$ cat src/rtl/reg_bus_arbiter_pkg.sv
`default_nettype none
// ============================================================================
// reg_bus_arbiter_pkg : shared FSM encodings and requester indices
// Revision: 1.0
// ============================================================================
package reg_bus_arbiter_pkg;

    localparam logic [1:0] ST_IDLE  = 2'd0;
    localparam logic [1:0] ST_ISSUE = 2'd1;
    localparam logic [1:0] ST_WAIT  = 2'd2;
    localparam logic [1:0] ST_DONE  = 2'd3;

    localparam logic REQ_FW  = 1'b0;
    localparam logic REQ_ETH = 1'b1;

    function automatic logic [1:0] onehot2(input logic idx);
        return idx ? 2'b10 : 2'b01;
    endfunction

endpackage : reg_bus_arbiter_pkg
`default_nettype wire

$ cat src/rtl/rr_arb2.sv
`default_nettype none
// ============================================================================
// rr_arb2 : two-way round-robin picker; on a tie the one not granted last wins
// Revision: 1.0
// ============================================================================
module rr_arb2
    import reg_bus_arbiter_pkg::*;
(
    input  logic [1:0] req,
    input  logic       last,
    output logic       grant,
    output logic       valid
);

    always_comb begin
        valid = |req;
        if (req == 2'b11) begin
            grant = ~last;
        end else if (req[REQ_ETH]) begin
            grant = REQ_ETH;
        end else begin
            grant = REQ_FW;
        end
    end

endmodule : rr_arb2
`default_nettype wire

$ cat src/rtl/reg_bus_arbiter.sv
`default_nettype none
// ============================================================================
// reg_bus_arbiter : FireWire/Ethernet arbiter onto a shared register file bus.
// Optional REG_ARB_LOCK_EN lets an owner hold the bus for up to MAX_LOCK txns.
// Revision: 1.0
// ============================================================================
module reg_bus_arbiter
    import reg_bus_arbiter_pkg::*;
#(
    parameter int READ_LAT = 1,
    parameter int MAX_LOCK = 64
) (
    input  logic        sysclk,
    input  logic        reset,
    input  logic [1:0]  req,
    input  logic [1:0]  wr,
    input  logic [1:0]  lock,
    input  logic [31:0] addr,
    input  logic [63:0] wdata,
    output logic [1:0]  ack,
    output logic [31:0] rdata,
    output logic [15:0] reg_raddr,
    output logic [15:0] reg_waddr,
    output logic [31:0] reg_wdata,
    output logic        reg_wen,
    input  logic [31:0] reg_rdata,
    output logic        busy,
    output logic        owner
);

    logic [1:0]  r_state;
    logic [1:0]  w_state_nxt;
    logic        r_wr;
    logic        r_owner;
    logic        r_prio;
    logic [15:0] r_addr;
    logic [31:0] r_wdata;
    logic [31:0] r_rdata;
    logic [2:0]  r_wait_cnt;
    logic [1:0]  w_req_eff;
    logic        w_grant;
    logic        w_valid;
    logic        w_take;

    assign w_take = (r_state == ST_IDLE) && w_valid;

    // r_prio is the favoured requester; the picker wants the last grantee.
    rr_arb2 u_rr_arb2 (
        .req   (w_req_eff),
        .last  (~r_prio),
        .grant (w_grant),
        .valid (w_valid)
    );

`ifdef REG_ARB_LOCK_EN
    logic       r_locked;
    logic [7:0] r_lock_cnt;
    logic [7:0] w_lock_cnt_inc;

    // r_lock_cnt stays below MAX_LOCK (<= 255), so the increment cannot wrap.
    assign w_lock_cnt_inc = (r_locked ? r_lock_cnt : 8'd0) + 8'd1;

    always_comb begin
        w_req_eff = req;
        if (r_locked && req[r_owner]) begin
            w_req_eff = req & onehot2(r_owner);
        end
    end

    always_ff @(posedge sysclk) begin
        if (reset) begin
            r_locked   <= 1'b0;
            r_lock_cnt <= 8'd0;
        end else if ((r_state == ST_IDLE) && r_locked && !req[r_owner]) begin
            r_locked   <= 1'b0;
            r_lock_cnt <= 8'd0;
        end else if (r_state == ST_DONE) begin
            if (lock[r_owner] && req[r_owner] && (w_lock_cnt_inc < 8'(MAX_LOCK))) begin
                r_locked   <= 1'b1;
                r_lock_cnt <= w_lock_cnt_inc;
            end else begin
                r_locked   <= 1'b0;
                r_lock_cnt <= 8'd0;
            end
        end
    end
`else
    logic w_unused_cfg;

    assign w_unused_cfg = ^{lock, 8'(MAX_LOCK)};
    assign w_req_eff    = req;
`endif

    always_ff @(posedge sysclk) begin
        if (reset) begin
            r_state <= ST_IDLE;
        end else begin
            r_state <= w_state_nxt;
        end
    end

    always_comb begin
        w_state_nxt = r_state;
        case (r_state)
            ST_IDLE:  if (w_valid) w_state_nxt = ST_ISSUE;
            ST_ISSUE: w_state_nxt = r_wr ? ST_DONE : ST_WAIT;
            ST_WAIT:  if (r_wait_cnt == 3'd0) w_state_nxt = ST_DONE;
            ST_DONE:  w_state_nxt = ST_IDLE;
            default:  w_state_nxt = ST_IDLE;
        endcase
    end

    // Command is captured at grant so a dropped req cannot cancel it.
    always_ff @(posedge sysclk) begin
        if (reset) begin
            r_wr       <= 1'b0;
            r_owner    <= REQ_FW;
            r_prio     <= REQ_FW;
            r_addr     <= 16'd0;
            r_wdata    <= 32'd0;
            r_rdata    <= 32'd0;
            r_wait_cnt <= 3'd0;
        end else begin
            if (w_take) begin
                r_owner <= w_grant;
                r_prio  <= ~w_grant;
                r_wr    <= wr[w_grant];
                r_addr  <= w_grant ? addr[31:16] : addr[15:0];
                r_wdata <= w_grant ? wdata[63:32] : wdata[31:0];
                r_rdata <= 32'd0;
            end
            if (r_state == ST_ISSUE) begin
                r_wait_cnt <= 3'(READ_LAT - 1);
            end
            if (r_state == ST_WAIT) begin
                r_wait_cnt <= r_wait_cnt - 3'd1;
                if (r_wait_cnt == 3'd0) begin
                    r_rdata <= reg_rdata;
                end
            end
        end
    end

    always_comb begin
        ack     = 2'b00;
        rdata   = 32'd0;
        reg_wen = 1'b0;
        busy    = (r_state != ST_IDLE);
        if (r_state == ST_DONE) begin
            ack   = onehot2(r_owner);
            rdata = r_rdata;
        end
        if (r_state == ST_ISSUE) begin
            reg_wen = r_wr;
        end
    end

    assign reg_raddr = r_addr;
    assign reg_waddr = r_addr;
    assign reg_wdata = r_wdata;
    assign owner     = r_owner;

endmodule : reg_bus_arbiter
`default_nettype wire

$ cat config.mk
export PLATFORM = sky130hd
export DESIGN_NAME = reg_bus_arbiter
export DESIGN_NICKNAME = d
export VERILOG_FILES = /design/src/rtl/reg_bus_arbiter_pkg.sv /design/src/rtl/rr_arb2.sv /design/src/rtl/reg_bus_arbiter.sv
export SDC_FILE = /design/constraint.sdc
export NUM_CORES = 1
export LEC_CHECK = 0
export ABC_AREA = 1
export CAP_MARGIN = 30
export CORE_ASPECT_RATIO = 1.2
export CORE_UTILIZATION = 43
export CTS_CLUSTER_DIAMETER = 120
export DETAILED_ROUTE_END_ITERATION = 7
export PLACE_DENSITY = 0.88
export SYNTH_ARGS = -nofsm -noshare
export SYNTH_HDL_FRONTEND = slang
export SYNTH_SLANG_ARGS = --single-unit
export TNS_END_PERCENT = 1
$ cat constraint.sdc
create_clock -name sysclk -period 2.45 [get_ports sysclk]
set_clock_uncertainty 0.05 [all_clocks]
set_input_delay 0.49 -clock sysclk [delete_from_list [all_inputs] [get_ports sysclk]]
set_output_delay 0.49 -clock sysclk [all_outputs]
set_load 0.1 [all_outputs]
==> results.json <==
{
  "p_sw_mw": 4.636,
  "final_cell_mix": "nand2_1 (174), clkdlybuf4s50_1 (131), nor2_1 (125), inv_1 (90), dfxtp_1 (88)",
  "die_h_um": 114.4,
  "cts_root_buffer": "clkbuf_16",
  "slew_headroom_pct": 56.54,
  "yosys-top-cells-area": "dfxtp_1 (39%), nand2_1 (15%), nor2_1 (10%), inv_1 (7.5%), nand4_1 (6.8%)",
  "dieArea_um2": 10940,
  "die_w_um": 95.64,
  "clock_power_share_pct": 15.0,
  "multi_input_area_um2": 2076,
  "routed_wl_mm": 14.15,
  "final_util_pct": 71.76,
  "critPathMaxFanout": 34,
  "antenna_found_initial": 0,
  "min_path_type": "register to register",
  "cts_buffer_depth": 2,
  "rsz0062_at_grt": "false",
  "num_vias": 5031,
  "nFillCells": 811,
  "comb_power_share_pct": 60.5,
  "cts_sinks": 88,
  "outcome": "completed",
  "initial_core_util_pct": 44.75,
  "worstPathRequired_ns": 1.91,
  "cts-hold-fix-buffers": 0,
  "insertion_delay_ns": 0.33,
  "seqPwrFrac_pct": 24.5,
  "ys_ff_latch": 88,
  "layout_commonest_cell": "nand2_1",
  "p_leak_nw": 3.613,
  "synth_top_area_share_pct": 38.94,
  "ir_drop_mv": 0.6027,
  "core_um2": 10110,
  "area_delta_synth_final_pct": 60.34,
  "place_ws_ns": 0.3192,
  "wl_met2_mm": 7.046,
  "cts_buffers": 9,
  "cp-end-kind": "output port",
  "highest-signal-layer": "met4",
  "power_density_nw_per_um2": 1173,
  "fp-row-count": 40,
  "cts_htree_levels": 3,
  "track_usage_pct": 25.69,
  "seq_area_frac_synth_pct": 38.94,
  "vias_per_cell": 4.904,
  "grt_pass1_wl_mm": 21.65,
  "fin_crit_ns": 2.222,
  "route.detailed.drc": 0,
  "ctsResizeCount": 0,
  "nets": 1039,
  "port_buffers": 234,
  "first_pass_iters": 4,
  "post_cts_buffers": 0,
  "first_iter_violations": 138,
  "maxCapViolCount": 0,
  "dp_hpwl_mm": 9.890,
  "power_mw": 8.508,
  "fmax_mhz": 450.1,
  "register_area_um2": 1762,
  "report.final.slew_viol_count": 0,
  "final_antenna_net_count": 0,
  "tightest_slew_ns": 0.6509,
  "swShare_pct": 54.49,
  "synth_area_um2": 4524,
  "wl_met1_mm": 5.532,
  "internal-power_mw": 3.872,
  "grt_max_degree": 65,
  "routabilityCongestion": 0.8332,
  "cp-start-kind": "register",
  "finalCritPeriodShare_pct": 90.68,
  "synth_area_leader_cell": "dfxtp_1",
  "n_antenna_cell": 0,
  "setup_violations": 0,
  "wire_per_inst_um": 13.79,
  "grt_pass1_vias": 4584,
  "cts_tree": "done",
  "synth_nets": 848,
  "overflow": 0,
  "critPathArrivalTime_ns": 1.68,
  "ys_warn_count": 0,
  "drive_gt1_share_pct": 15.78,
  "clk_pin_slew_ns": 0.06,
  "pin_count": 237,
  "hold_viol_final": 0,
  "setup_tns_ns": 0,
  "synth.distinct_cells": 22,
  "layout_setup_ws_ns": 0.2284,
  "met3_length_mm": 1.189,
  "syn_inst": 705,
  "postSynthAreaPerCell_um2": 6.418,
  "crit_type": "register to output port"
}
## per-layer routing
layer	vias up	global-route usage, %
met2	195	45.76
li1	2555	-
met5	-	0
met4	0	11.24
met1	2254	28.00
met3	27	7.105
## synth_stat cells
cell type and n:
nor2_1 126, o21ai_0 33, nor2_2 1, buf_2 1, inv_1 90, xnor2_1 1
nand2_2 2, o21ai_1 2, dfxtp_1 88, buf_4 29, a211oi_1 1, clkbuf_1 32
nand3b_1 1, nand2_1 175, nand4_1 49, buf_1 4, ha_1 7, nor2_8 1
nor3_1 1, nand3_1 21, a21oi_1 36, inv_2 4
## logic make-up after synthesis
logic type | Yosys count | share of synthesized area, %
simple gates | 377 | 35.20
buf+inv | 160 | 15.71
flops | 88 | 38.94
compound gates | 72 | 8.020
fa+ha+maj | 7 | 1.936
xor+xnor | 1 | 0.1936
## state kept, by name, indices dropped and copies added, names as in the netlist
name        flops
r_rdata        32
r_wait_cnt      3
owner           1
reg_wdata      32
r_state         2
r_prio          1
reg_raddr      16
r_wr            1
## worst paths after layout
path                      startpoint                endpoint  slack (ns)  depth (start not counted)
max          r_state[0]$_SDFFE_PP0P_               rdata[11]        0.23                          5
min            r_rdata[8]$_SDFF_PP0_   r_rdata[8]$_SDFF_PP0_        0.41                          2
max reg2reg  r_state[0]$_SDFFE_PP0P_  r_rdata[26]$_SDFF_PP0_        0.61                          6
min reg2reg    r_rdata[8]$_SDFF_PP0_   r_rdata[8]$_SDFF_PP0_        0.41                          2
## layout make-up
type                       instances  area share (%)
timing repair buffer             246           36.29
sequential                        88           24.28
multi-input combinational        457           28.61
inverter                          94           4.864
tap                              126           2.173
clock buffer                      12           3.536
clock inverter                     3          0.2415
## power by group through the flow
| stage | logic (mW) | clock network [mW] | registers, mW |
|---|---|---|---|
| floorplan | 2.45 | 0 | 3.63 |
| detailed placement | 5.13 | 0 | 2.11 |
| global route | 5.45 | 1.38 | 2.14 |
| finish | 5.14 | 1.28 | 2.09 |
| CTS | 5.15 | 1.31 | 2.09 |
| global placement | 5.07 | 0 | 2.10 |
## worst max-delay path, cell delays in order, from the launching register on
cell and delay, ns:
dfxtp_1 0.40, ha_1 0.17, buf_4 0.33, nand2_1 0.13
inv_1 0.12, buf_12 0.18
## per-stage QoR
step | area (µm²) | instances | hold WS (ns)
after floorplan | 4527 | 705 | 0.3873
after global placement | 6980 | 1011 | 0.3991
after detailed placement | 6980 | 1011 | 0.4022
after CTS | 7254 | 1026 | 0.4119
after global routing | 7254 | 1026 | 0.4290
final | 7254 | 1026 | 0.4134
(Power assumes the default switching activity.)
